## config.mk

```make
export PLATFORM = sky130hd
export DESIGN_NAME = ps2_key_event_rx
export DESIGN_NICKNAME = d
export VERILOG_FILES = /design/src/rtl/ps2_key_event_rx.sv
export SDC_FILE = /design/constraint.sdc
export NUM_CORES = 1
export LEC_CHECK = 0
export BUFFER_PORTS_ARGS = -buffer_cell sky130_fd_sc_hd__buf_2
export CORE_ASPECT_RATIO = 1.2
export CORE_MARGIN = 4
export CORE_UTILIZATION = 35
export DETAILED_ROUTE_END_ITERATION = 8
export HOLD_SLACK_MARGIN = 0.02
export PLACE_DENSITY = 0.6
export SLEW_MARGIN = 20
export SYNTH_ARGS = -nofsm -noshare
export SYNTH_HDL_FRONTEND = slang
export SYNTH_SLANG_ARGS = --single-unit
export TNS_END_PERCENT = 5
```

## constraint.sdc

```tcl
create_clock -name clk -period 3.75 [get_ports clk]
set_input_delay 0 -clock clk [delete_from_list [all_inputs] [get_ports clk]]
set_output_delay 0 -clock clk [all_outputs]
set_load 0.01 [all_outputs]
```

## src/rtl/ps2_key_event_rx.sv

```systemverilog
// PS/2 keyboard receiver: filtered kclk/kdata sampling, frame checking,
// E0/F0 prefix folding and a show-ahead event FIFO, all in the clk domain.
module ps2_key_event_rx #(
    parameter int FILTER_LEN   = 4,
    parameter int TIMEOUT_CYC  = 100000,
    parameter int FIFO_DEPTH   = 8,
    parameter int CHECK_PARITY = 1
) (
    input  logic                               clk,
    input  logic                               rstn,
    input  logic                               kclk,
    input  logic                               kdata,
    input  logic                               rd_en,
    output logic                               ev_valid,
    output logic [7:0]                         ev_code,
    output logic                               ev_ext,
    output logic                               ev_break,
    output logic [$clog2(FIFO_DEPTH+1)-1:0]    ev_count,
    output logic                               parity_err,
    output logic                               frame_err,
    output logic                               overflow,
    input  logic                               clr_err
);

    localparam int CW = $clog2(FIFO_DEPTH + 1);
    localparam int PW = $clog2(FIFO_DEPTH);
    localparam int TW = $clog2(TIMEOUT_CYC + 1);

    typedef enum logic [1:0] {IDLE, DATA, PAR, STOP} state_t;

    logic                  kclk_s1_q, kclk_s2_q, kdata_s1_q, kdata_s2_q;
    logic [FILTER_LEN-1:0] kclk_sh_q, kclk_sh_d, kdata_sh_q, kdata_sh_d;
    logic                  kclk_f_q, kclk_f_d, kdata_f_q, kdata_f_d;
    logic                  fall_q, fall_d;

    state_t                state_q, state_d;
    logic [2:0]            bit_cnt_q, bit_cnt_d;
    logic [7:0]            data_q, data_d;
    logic                  par_q, par_d;
    logic [TW-1:0]         tmo_q, tmo_d;
    logic                  ext_pend_q, ext_pend_d, brk_pend_q, brk_pend_d;
    logic                  frame_err_q, frame_err_d, parity_err_q, parity_err_d;
    logic                  byte_ok;

    logic                  push, pop, push_ok;
    logic [9:0]            push_data, head;
    logic [9:0]            mem_q [FIFO_DEPTH];
    logic [PW-1:0]         wr_ptr_q, wr_ptr_d, rd_ptr_q, rd_ptr_d;
    logic [CW-1:0]         ev_count_q, ev_count_d;
    logic                  overflow_q, overflow_d;

    function automatic logic odd_parity_bad(input logic [7:0] d, input logic p);
        return ((^d) ^ p) == 1'b0;
    endfunction

    // ---- input conditioning: synchroniser, agreement filter, fall detect ----
    always_comb begin
        kclk_sh_d  = {kclk_sh_q[FILTER_LEN-2:0], kclk_s2_q};
        kdata_sh_d = {kdata_sh_q[FILTER_LEN-2:0], kdata_s2_q};
        kclk_f_d   = kclk_f_q;
        kdata_f_d  = kdata_f_q;
        if (&kclk_sh_q)        kclk_f_d = 1'b1;
        else if (~|kclk_sh_q)  kclk_f_d = 1'b0;
        if (&kdata_sh_q)       kdata_f_d = 1'b1;
        else if (~|kdata_sh_q) kdata_f_d = 1'b0;
        fall_d = kclk_f_q & ~kclk_f_d;
    end

    always_ff @(posedge clk or negedge rstn) begin
        if (!rstn) begin
            kclk_s1_q  <= 1'b1;
            kclk_s2_q  <= 1'b1;
            kdata_s1_q <= 1'b1;
            kdata_s2_q <= 1'b1;
            kclk_sh_q  <= '1;
            kdata_sh_q <= '1;
            kclk_f_q   <= 1'b1;
            kdata_f_q  <= 1'b1;
            fall_q     <= 1'b0;
        end else begin
            kclk_s1_q  <= kclk;
            kclk_s2_q  <= kclk_s1_q;
            kdata_s1_q <= kdata;
            kdata_s2_q <= kdata_s1_q;
            kclk_sh_q  <= kclk_sh_d;
            kdata_sh_q <= kdata_sh_d;
            kclk_f_q   <= kclk_f_d;
            kdata_f_q  <= kdata_f_d;
            fall_q     <= fall_d;
        end
    end

    // ---- frame FSM, timeout and prefix folding ----
    always_comb begin
        state_d      = state_q;
        bit_cnt_d    = bit_cnt_q;
        data_d       = data_q;
        par_d        = par_q;
        tmo_d        = tmo_q;
        ext_pend_d   = ext_pend_q;
        brk_pend_d   = brk_pend_q;
        frame_err_d  = 1'b0;
        parity_err_d = 1'b0;
        byte_ok      = 1'b0;
        push         = 1'b0;
        push_data    = {ext_pend_q, brk_pend_q, data_q};

        if (fall_q) begin
            tmo_d = '0;
            case (state_q)
                IDLE: begin
                    if (!kdata_f_q) begin
                        state_d   = DATA;
                        bit_cnt_d = 3'd0;
                    end else begin
                        frame_err_d = 1'b1;
                    end
                end
                DATA: begin
                    data_d    = {kdata_f_q, data_q[7:1]};
                    bit_cnt_d = bit_cnt_q + 3'd1;
                    if (bit_cnt_q == 3'd7) state_d = PAR;
                end
                PAR: begin
                    par_d   = kdata_f_q;
                    state_d = STOP;
                end
                default: begin
                    state_d = IDLE;
                    if (!kdata_f_q)
                        frame_err_d = 1'b1;
                    else if ((CHECK_PARITY != 0) && odd_parity_bad(data_q, par_q))
                        parity_err_d = 1'b1;
                    else
                        byte_ok = 1'b1;
                end
            endcase
        end else if (state_q == IDLE) begin
            tmo_d = '0;
        end else if (tmo_q == TW'(TIMEOUT_CYC - 1)) begin
            state_d     = IDLE;
            tmo_d       = '0;
            frame_err_d = 1'b1;
        end else begin
            tmo_d = tmo_q + TW'(1);
        end

        if (frame_err_d || parity_err_d) begin
            ext_pend_d = 1'b0;
            brk_pend_d = 1'b0;
        end else if (byte_ok) begin
            if (data_q == 8'hE0) begin
                ext_pend_d = 1'b1;
            end else if (data_q == 8'hF0) begin
                brk_pend_d = 1'b1;
            end else begin
                push       = 1'b1;
                ext_pend_d = 1'b0;
                brk_pend_d = 1'b0;
            end
        end
    end

    always_ff @(posedge clk or negedge rstn) begin
        if (!rstn) begin
            state_q      <= IDLE;
            bit_cnt_q    <= '0;
            data_q       <= '0;
            par_q        <= 1'b0;
            tmo_q        <= '0;
            ext_pend_q   <= 1'b0;
            brk_pend_q   <= 1'b0;
            frame_err_q  <= 1'b0;
            parity_err_q <= 1'b0;
        end else begin
            state_q      <= state_d;
            bit_cnt_q    <= bit_cnt_d;
            data_q       <= data_d;
            par_q        <= par_d;
            tmo_q        <= tmo_d;
            ext_pend_q   <= ext_pend_d;
            brk_pend_q   <= brk_pend_d;
            frame_err_q  <= frame_err_d;
            parity_err_q <= parity_err_d;
        end
    end

    // ---- show-ahead event FIFO; a full FIFO still accepts when popped together ----
    always_comb begin
        pop        = rd_en && (ev_count_q != '0);
        push_ok    = push && ((ev_count_q < CW'(FIFO_DEPTH)) || pop);
        wr_ptr_d   = push_ok ? wr_ptr_q + PW'(1) : wr_ptr_q;
        rd_ptr_d   = pop ? rd_ptr_q + PW'(1) : rd_ptr_q;
        ev_count_d = ev_count_q + CW'(push_ok) - CW'(pop);
        overflow_d = overflow_q | (push & ~push_ok);
        if (clr_err) overflow_d = 1'b0;
    end

    always_ff @(posedge clk or negedge rstn) begin
        if (!rstn) begin
            wr_ptr_q   <= '0;
            rd_ptr_q   <= '0;
            ev_count_q <= '0;
            overflow_q <= 1'b0;
        end else begin
            wr_ptr_q   <= wr_ptr_d;
            rd_ptr_q   <= rd_ptr_d;
            ev_count_q <= ev_count_d;
            overflow_q <= overflow_d;
        end
    end

    always_ff @(posedge clk) begin
        if (push_ok) mem_q[wr_ptr_q] <= push_data;
    end

    assign head       = mem_q[rd_ptr_q];
    assign ev_valid   = (ev_count_q != '0);
    assign ev_code    = ev_valid ? head[7:0] : 8'h00;
    assign ev_break   = ev_valid & head[8];
    assign ev_ext     = ev_valid & head[9];
    assign ev_count   = ev_count_q;
    assign overflow   = overflow_q;
    assign frame_err  = frame_err_q;
    assign parity_err = parity_err_q;

endmodule

```

After elaboration in Yosys (flattened, before gate mapping) --
Memories as Yosys holds them, arrays and structs flattened. Cells that the tools add are included.
Operators by class: add/subtract/negate cells 6, multiply operators 0, divide/modulo/power cells 0, order comparisons 1, equal/unequal tests 12, shifts and indexed selects 0, muxes and demuxes 45, bitwise logic cells 8, reduce and logical (&&, ||, !) cells 22
Operators by type and width (number):
- $mux 17 | 3
- $mux 1 | 32
- $add 17x1->17 const B | 1
- $eq 17x17->1 const B | 1
- $eq 8x8->1 const B | 2
- $reduce_and 4->1 | 3
- $mux 2 | 5
- $add 3x1->3 const B | 3
- $mux 8 | 1
- $ne 2x2->1 const B | 4
- $reduce_and 2->1 | 4
- $reduce_or 4->1 | 2
- $reduce_xor 8->1 | 1
- $ne 3x3->1 const B | 2
- $pmux 2 s3 | 1
- $pmux 3 s2 | 1
- $reduce_bool 2->1 | 3
- $add 4x1->4 | 1
- $and 1x1->1 | 4
- $lt 4x4->1 const B | 1
- $reduce_bool 4->1 | 1
- $sub 4x1->4 | 1
- $eq 3x3->1 const B | 1
- $mux 3 | 1
- other kinds (12) | 15
Word-level totals: flip-flop bits (word level) 61, bits in latches 0, memory bits (writable) 80, ROM bits 0, input port bits 6, output and inout bits 18, memories kept 1
Memory list:
- mem_q | words 8, width 10, read ports 1, clocked after Yosys merged registers in 0, write ports 1, RTL line 47 | logic [9:0] mem_q [FIFO_DEPTH];

Longest topological paths before layout --
Gate-level depths: netlist of run 1.
depth after elaboration 13, gate-level depth with buffers 13, mapped depth without buffers 13

Worst setup path before layout of run 1 --
OpenSTA, ideal clock, no wires.
kind register -> register, start point reg data_q[2], end point mem mem_q[0][0] (enable), setup time 0.404 ns, data arrival time 2.746 ns, required time 3.346 ns, slack 0.600 ns, cell stages (with the launch flop) 8, path buffers 0, clock period less this slack 3.150 ns, path through dfrtp_1 > inv_1 > ha_1 > xnor3_2 > xnor2_2 > nor3_4 > nand2_4 > nor4_1
On the way: word-level cells in the longest chain between the ends 11, elaborated cells on any way between the ends 20
RTL lines:
- start: declaration | RTL line 38 | logic [7:0] data_q, data_d;
- start signal: assignment | RTL line 178 | data_q <= data_d;
- $reduce_xor 8->1 | RTL line 53 | return ((^d) ^ p) == 1'b0;
- $xor 1x1->1 | RTL line 53
- $mux 1 | RTL line 132 | else if ((CHECK_PARITY != 0) && odd_parity_bad(data_q, par_q))
- $mux 1 | RTL line 130 | if (!kdata_f_q)
- $mux 1 | RTL line 110 | case (state_q)
- $mux 1 | RTL line 108 | if (fall_q) begin
- $mux 1 / $logic_or 1x1->1 (equally long branches) | RTL line 151, 148
- $mux 1 (*) | RTL line 148 | if (frame_err_d || parity_err_d) begin
- $logic_and 1x1->1 (*) | RTL line 191 | push_ok = push && ((ev_count_q < CW'(FIFO_DEPTH)) || pop);
- $mux 1 (*) | RTL line 214 | if (push_ok) mem_q[wr_ptr_q] <= push_data;
- $mux 1 (implied by the code) (*) | RTL line 214
- end: declaration | RTL line 47
Every way passes the cells marked *; elsewhere a longest branch is shown, timed or not.

Worst setup path in the final report of run 1 --
start point reg data_q[2], end point reg ev_count_q[2], in the netlist ev_count[2]
On the way: word-level cells in the longest chain between the ends 11, elaborated cells on any way between the ends 20
RTL lines:
- $reduce_xor 8->1 | RTL line 53
- $xor 1x1->1 | RTL line 53
- $mux 1 | RTL line 132
- $mux 1 | RTL line 130
- $mux 1 | RTL line 110
- $mux 1 | RTL line 108
- $mux 1 / $logic_or 1x1->1 (equally long branches) | RTL line 151, 148
- $mux 1 (*) | RTL line 148
- $logic_and 1x1->1 (*) | RTL line 191
- $add 4x1->4 (*) | RTL line 194 | ev_count_d = ev_count_q + CW'(push_ok) - CW'(pop);
- $sub 4x1->4 (*) | RTL line 194
- named net ev_count_d[2] | RTL line 49 | logic [CW-1:0] ev_count_q, ev_count_d;
- end signal: assignment | RTL line 208 | ev_count_q <= ev_count_d;
- end: declaration | RTL line 49
The timed path passes the listed nets; every way through them passes the cells marked *. A chain may end at the register's enable or synchronous reset.

==> results.md, run 1 <==
* Grt ovf at 0
* Reg2reg end: ev_count[2]
* Synth async-reset ratio at 43.3%
* Ys Warns at 0
* Clk sinks at 141
* Sequential cell area at 3950 µm²
* Worst IR Drop VDD at 0.309 mV
* Maximum capacitance violations at 0
* Post-Place Worst Slack at 0.626 ns
* Worst slew pin tran at 1.00 ns
* Static leakage at 2.81 nW
* Top_reg_cell synth: edfxtp_1
* Most frequent cells in the layout: edfxtp_1 (80), dfrtp_1 (47), nor2_1 (39)
* Startpoint types: flop
* Ports at 24
* Drt first-iter violations at 144
* Post-route insts no fill at 656
* Slew Viols, Final at 0
* Synth Register Bits at 141
* Vias in the first global route at 3363
* Slowest CP cell: dfrtp_1
* FF-to-FF path depth at 11
* Crit Path Class: flop to flop
* Max-Slew Margin vs Limit at 33.1%
* Clock latency on the worst-skew pair at 0.41 ns
* Area grow syn2layout at 18.5%
* Fin crit period at 3.13 ns
* Total wire length at 10700 µm
* Clock transition at the registers of the reported paths at 0.06 ns
* First-pass GRT wire length at 17800 µm
* Worst Setup SP: data_q[2]
* Filler cell count at 1474
* Root buf cell: clkbuf_16
* Class of the worst hold path: primary input to async pin
* Share of cells above drive strength 1 at 26.4%
* Initial Util at 36.0%
* CTS Buffer Depth at 2
* Reg2reg start: data_q[2]
* Synth Cell Area at 5900 µm²
* Total CTS buffers at 17
* Post-Syn Nets at 410
* Multi-input gate area at 1850 µm²
* Post-synthesis sequential area ratio at 66.9%
* Largest net degree at the start of global routing at 40
* Core area at 16400 µm²
* Critical path's most frequent cell: ha_1
* Post-route setup TNS at 0 ns
* P per Cell Area at 576 nW/µm²
* Drc violations at 0
* Count of different cell masters after synthesis at 46
* Placed Cells at 620
* Via count at 3170
* Layout Skew at 0.00802 ns
* CP max stage delay at 0.49 ns
* Setup bufs post-CTS at 0
* GRT Util Overall at 12.4%
* Post-CTS sizing at 0
* CP required at 4.05 ns
* ANT cells at 0
* Final worst slack at 0.620 ns
* Pre-Repair DR Iteration Count at 4
* R2R Setup Slk at 0.62 ns
* Die footprint at 19000 µm²
* Final ANT Viol Nets at 0
* Crit. End Element: flop
* Placed wire-length estimate at 7130 µm
* Total power at 0.00403 W
* Gate Count Post-Synth at 383
* Critical Path, Cell by Cell: inv_1 -> ha_1 -> xnor3_2 -> xnor2_2 -> nor3_4 -> nand2_4 -> ha_1 -> inv_1 -> ha_1 -> fa_1 -> xor2_1
* FP Rows at 51
* CTS tree: yes
* Commonest non-fill, non-tap cell in the layout: edfxtp_1
* Post-route core utilization at 42.6%
* Nets@finish at 459
* Initial antenna violation count at 0
* EDFF count, synth at 80
* RSZ-0062 raised after global routing: false
* Drt wl/cell at 16.3 µm
* Fmax achieved at 0.319 GHz
* Die width at 127 µm
* Final Setup Violations at 0
* CP max FO at 10
* Gpl congestion at 0.742
* DR vias/cell at 4.83
* Outcome: finished clean
* H-tree levels at 4
* Fin. Hold Viols at 0
* Die H at 150 µm
* Syn avg cell area at 15.4 µm²
* Input/output buffers at 23
* Crit path DAT at 3.43 ns
* Period utilization at 83.5%
==> timing repair <==
action | CTS | global route
hold endpoints to repair | 26 | 0
hold buffers | 5 | 0
endpoints found under the setup margin | 0 | 0
==> worst max-delay path, delay by kind of cell (launching register included) <==
kind,cells,cell delay [ns]
xor gates and xnor gates,3,0.82
adders and majority gates,4,1.17
buffers and inverters,2,0.13
DFF,1,0.49
and+or+nand+nor,2,0.40
==> power breakdown <==
part / switching [W] / leakage (nW) / internal (W)
sequential: 0.000137 / 1.61 / 0.00168
clock: 0.000602 / 0.291 / 0.00110
combinational: 0.000228 / 0.906 / 0.000278
==> area by class of cell <==
cell class                 count  area share [%]
tap                          212            3.79
inverter                      16           0.859
clock inverter                14            2.50
multi-input combinational    214            26.5
timing repair buffer          42            3.86
sequential                   141            56.4
clock buffer                  17            6.08
==> kinds of logic (layout without fill, tap and decap cells) <==
logic type / count (synthesis) / after routing / synth area share, %
xor gates and xnor gates: 24 / 24 / 3.94
AOI/OAI and AO/OA: 28 / 28 / 2.97
DFF: 141 / 141 / 66.9
and+or+nand+nor: 102 / 102 / 8.69
adders and majority gates: 21 / 21 / 4.58
buffers and inverters: 28 / 89 / 1.84
muxes: 39 / 39 / 11.1
==> stage by stage <==
| stage | cell area [µm²] | hold slack [ns] |
|---|---|---|
| floorplan | 5900 | -0.296 |
| global placement | 6340 | 0.0117 |
| detailed placement | 6340 | 0.0251 |
| CTS | 6990 | 0.115 |
| global route | 6990 | 0.163 |
| finish | 6990 | 0.0993 |
==> per-layer routing <==
layer | part of all wire (%) | track usage, % | vias up | wire length, µm
met2 | 52 | 21.0 | 31 | 5590
met4 | 1.9 | 5.15 | 0 | 207
met5 | 0 | 0 | - | 0
met1 | 43 | 14.8 | 1613 | 4590
met3 | 2.7 | 3.69 | 18 | 286
li1 | - | - | 1508 | -
==> synth_stat cells, types with 2 or more instances <==
cell type | instances | area share, %
xnor2_1 | 9 | 1.3
nor3_1 | 8 | 0.68
mux2i_1 | 11 | 1.9
edfxtp_1 | 80 | 41
nand2_1 | 17 | 1.1
inv_1 | 16 | 1.0
mux2_2 | 7 | 1.3
nor2_1 | 39 | 2.5
dfrtp_1 | 47 | 20
nand2b_1 | 2 | 0.21
ha_1 | 20 | 4.2
clkbuf_1 | 9 | 0.57
buf_2 | 3 | 0.25
or3_1 | 2 | 0.21
nand3_1 | 9 | 0.76
a21oi_1 | 7 | 0.59
mux4_2 | 20 | 7.6
a31oi_1 | 3 | 0.32
nand4_1 | 6 | 0.64
nor4_1 | 2 | 0.21
o21ai_0 | 11 | 0.93
xor2_1 | 13 | 1.9
a22o_1 | 2 | 0.30
nor3b_1 | 2 | 0.25
and3_1 | 4 | 0.42
dfstp_2 | 14 | 6.2
==> worst max-delay path by stage <==
stage,slack [ns],cells past startpoint,to
after floorplan,0.60,7,mem_q[0][0]
after global placement,0.72,11,ev_count[2]
after detailed placement,0.63,11,ev_count[2]
after CTS,0.60,11,ev_count[2]
after global routing,0.42,11,ev_count[2]
final,0.62,11,ev_count[2]
==> registers in the layout, indices dropped and copies added, names as in the netlist, 2 cells and up <==
signal and flops:
state_q 2, tmo_q 17, kdata_sh_q 4, rd_ptr_q 3, kclk_sh_q 4, mem_q 80, bit_cnt_q 3, data_q 8
ev_count 4, wr_ptr_q 3
(Power assumes the default switching activity.)
==> run 2, diff against run 1 <==
- clock period: 3.75 -> 2.9 ns (I/O delays scaled with it)
==> run 2 against run 1 <==
Count of clock-buffer cells in the layout rose by 1. Sequential power up 24%. Worst hold slack gained 0.016 ns. Cell count increased by 2.6%. Combinational power rose by 49%. Clock power up 23%. Critical endpoint unchanged. Non-clock buffer count is 16 higher. Core utilization rose by 0.60 points. Sequential share of layout area decreased by 0.79 points. Critical path depth is the same. Maximum frequency rose by 16%. Power grew 27%.
==> results.md, run 2 (same netlist as run 1, synthesis figures left out) <==
* Outcome: finished clean
* RSZ-0062 raised after global routing: false
* Die H at 150 µm
* Area grow syn2layout at 20.2%
* Crit Path Class: flop to flop
* CTS Buffer Depth at 2
* Grt ovf at 0
* Ports at 24
* CTS tree: yes
* Drt wl/cell at 15.9 µm
* Drt first-iter violations at 187
* Via count at 3256
* Total wire length at 10700 µm
* Max-Slew Margin vs Limit at 52.5%
* Most frequent cells in the layout: edfxtp_1 (80), dfrtp_1 (47), nor2_1 (39)
* Maximum capacitance violations at 0
* Fmax achieved at 0.371 GHz
* Crit path DAT at 3.00 ns
* Final Setup Violations at 0
* Commonest non-fill, non-tap cell in the layout: edfxtp_1
* Nets@finish at 475
* Gpl congestion at 0.746
* Critical Path, Cell by Cell: inv_1 -> ha_1 -> xnor3_2 -> xnor2_2 -> nor3_4 -> nand2_4 -> ha_1 -> inv_1 -> ha_1 -> fa_2 -> xor2_1
* Biggest registers after layout: mem_q (80), tmo_q (17), data_q (8)
* Largest net degree at the start of global routing at 47
* Clock latency on the worst-skew pair at 0.42 ns
* Total CTS buffers at 17
* Root buf cell: clkbuf_16
* First-pass GRT wire length at 18100 µm
* Drc violations at 0
* ANT cells at 0
* Final ANT Viol Nets at 0
* Max reg flops at 80
* P per Cell Area at 720 nW/µm²
* Clock transition at the registers of the reported paths at 0.06 ns
* Die footprint at 19000 µm²
* Post-route insts no fill at 673
* Design area at 7090 µm²
* M1 GR Usage at 14.4%
* Slew Viols, Final at 0
* Worst IR Drop VDD at 0.314 mV
* Period utilization at 92.8%
* CP max FO at 7
* Largest Register: mem_q
* Met3 usage at 3.80%
* Fin crit period at 2.69 ns
* Total power at 0.00511 W
* Final worst slack at 0.208 ns
* Placed wire-length estimate at 7060 µm
* Grt peak-use layer: met2
* GRT Util Overall at 12.4%
* Filler cell count at 1469
* Initial Util at 36.0%
* Post-Place Worst Slack at 0.0666 ns
* Clk sinks at 141
* H-tree levels at 4
* Die width at 127 µm
* Static leakage at 2.86 nW
* Pre-Repair DR Iteration Count at 4
* Crit. End Element: flop
* Startpoint types: flop
* Area after DPL at 6440 µm²
* Core area at 16400 µm²
* Critical path's most frequent cell: ha_1
* Placed Cells at 633
* FP Rows at 51
* DR vias/cell at 4.84
* Met2 Resource Use GR at 21.7%
* Post-route setup TNS at 0 ns
* Share of cells above drive strength 1 at 29.3%
* CP required at 3.21 ns
* Layout Skew at 0.00841 ns
* Class of the worst hold path: primary input to async pin
* Fin. Hold Viols at 0
* Initial antenna violation count at 0
* Input/output buffers at 23
* Worst slew pin tran at 0.713 ns
* Vias in the first global route at 3531
* CP max stage delay at 0.43 ns
* Slowest CP cell: xnor3_2
-- run 2: cell types whose count changed in the layout (fill, tap and decap cells not counted), sizes merged, moves of 2 or more --
cell	before	now
buf	37	52
clkinv	7	4
clkinvlp	2	5
bufinv	4	2
inv	17	19
-- run 2: timing repair --
item	in CTS	in global routing
hold buffers	6	0
hold endpoints to repair	19	0
setup buffers	0	2
endpoints found under the setup margin	0	2
gates resized for setup	0	2
-- run 2: per-stage QoR --
step	hold slack (ns)	utilization (%)
6_report	0.115	43.3
5_1_grt	0.126	43.3
4_1_cts	0.102	43.1
3_5_place_dp	-0.0681	39.3
3_3_place_gp	-0.0747	39.3
2_1_floorplan	-0.296	-
-- run 2: final timing paths --
check / start / to / slack, ns / cells after the start
min in group clk: kclk / kclk_s1_q / 0.22 / 2
worst min register to register: kdata_s2_q / kdata_sh_q[0] / 0.35 / 0
worst max register to register: data_q[3] / ev_count[2] / 0.21 / 11
max in group asynchronous: rstn / data_q[4] / 1.84 / 3
worst min-delay path: rstn / kclk_s1_q / 0.12 / 2
worst max-delay path: data_q[3] / ev_count[2] / 0.21 / 11
-- run 2: metal layers --
metal	vias up	wire length [µm]
met4	0	150
met2	38	5750
li1	1535	-
met1	1669	4470
met3	14	357
met5	-	0
-- run 2: power by group --
| part | internal (W) | switching (W) | leakage (nW) | total, W |
|---|---|---|---|---|
| registers | 0.00218 | 0.0000832 | 1.61 | 0.00226 |
| clock network | 0.00126 | 0.000830 | 0.264 | 0.00209 |
| logic | 0.000368 | 0.000387 | 0.984 | 0.000755 |
| total | 0.00381 | 0.00130 | 2.86 | 0.00511 |
-- run 2: cell type report --
type | count | area [µm²] | area share (%)
inverter | 16 | 60.1 | 0.847
clock inverter | 14 | 141 | 1.99
clock buffer | 18 | 429 | 6.05
multi-input combinational | 214 | 1860 | 26.2
tap | 212 | 265 | 3.74
timing repair buffer | 58 | 393 | 5.54
sequential | 141 | 3950 | 55.6
-- run 2: worst max-delay path: cells and delay by family (launching register included) --
family	cells	cell delay [ns]
xor+xnor	3	0.76
simple gates	2	0.29
fa+ha+maj	4	1.09
buf+inv	2	0.09
flops	1	0.35
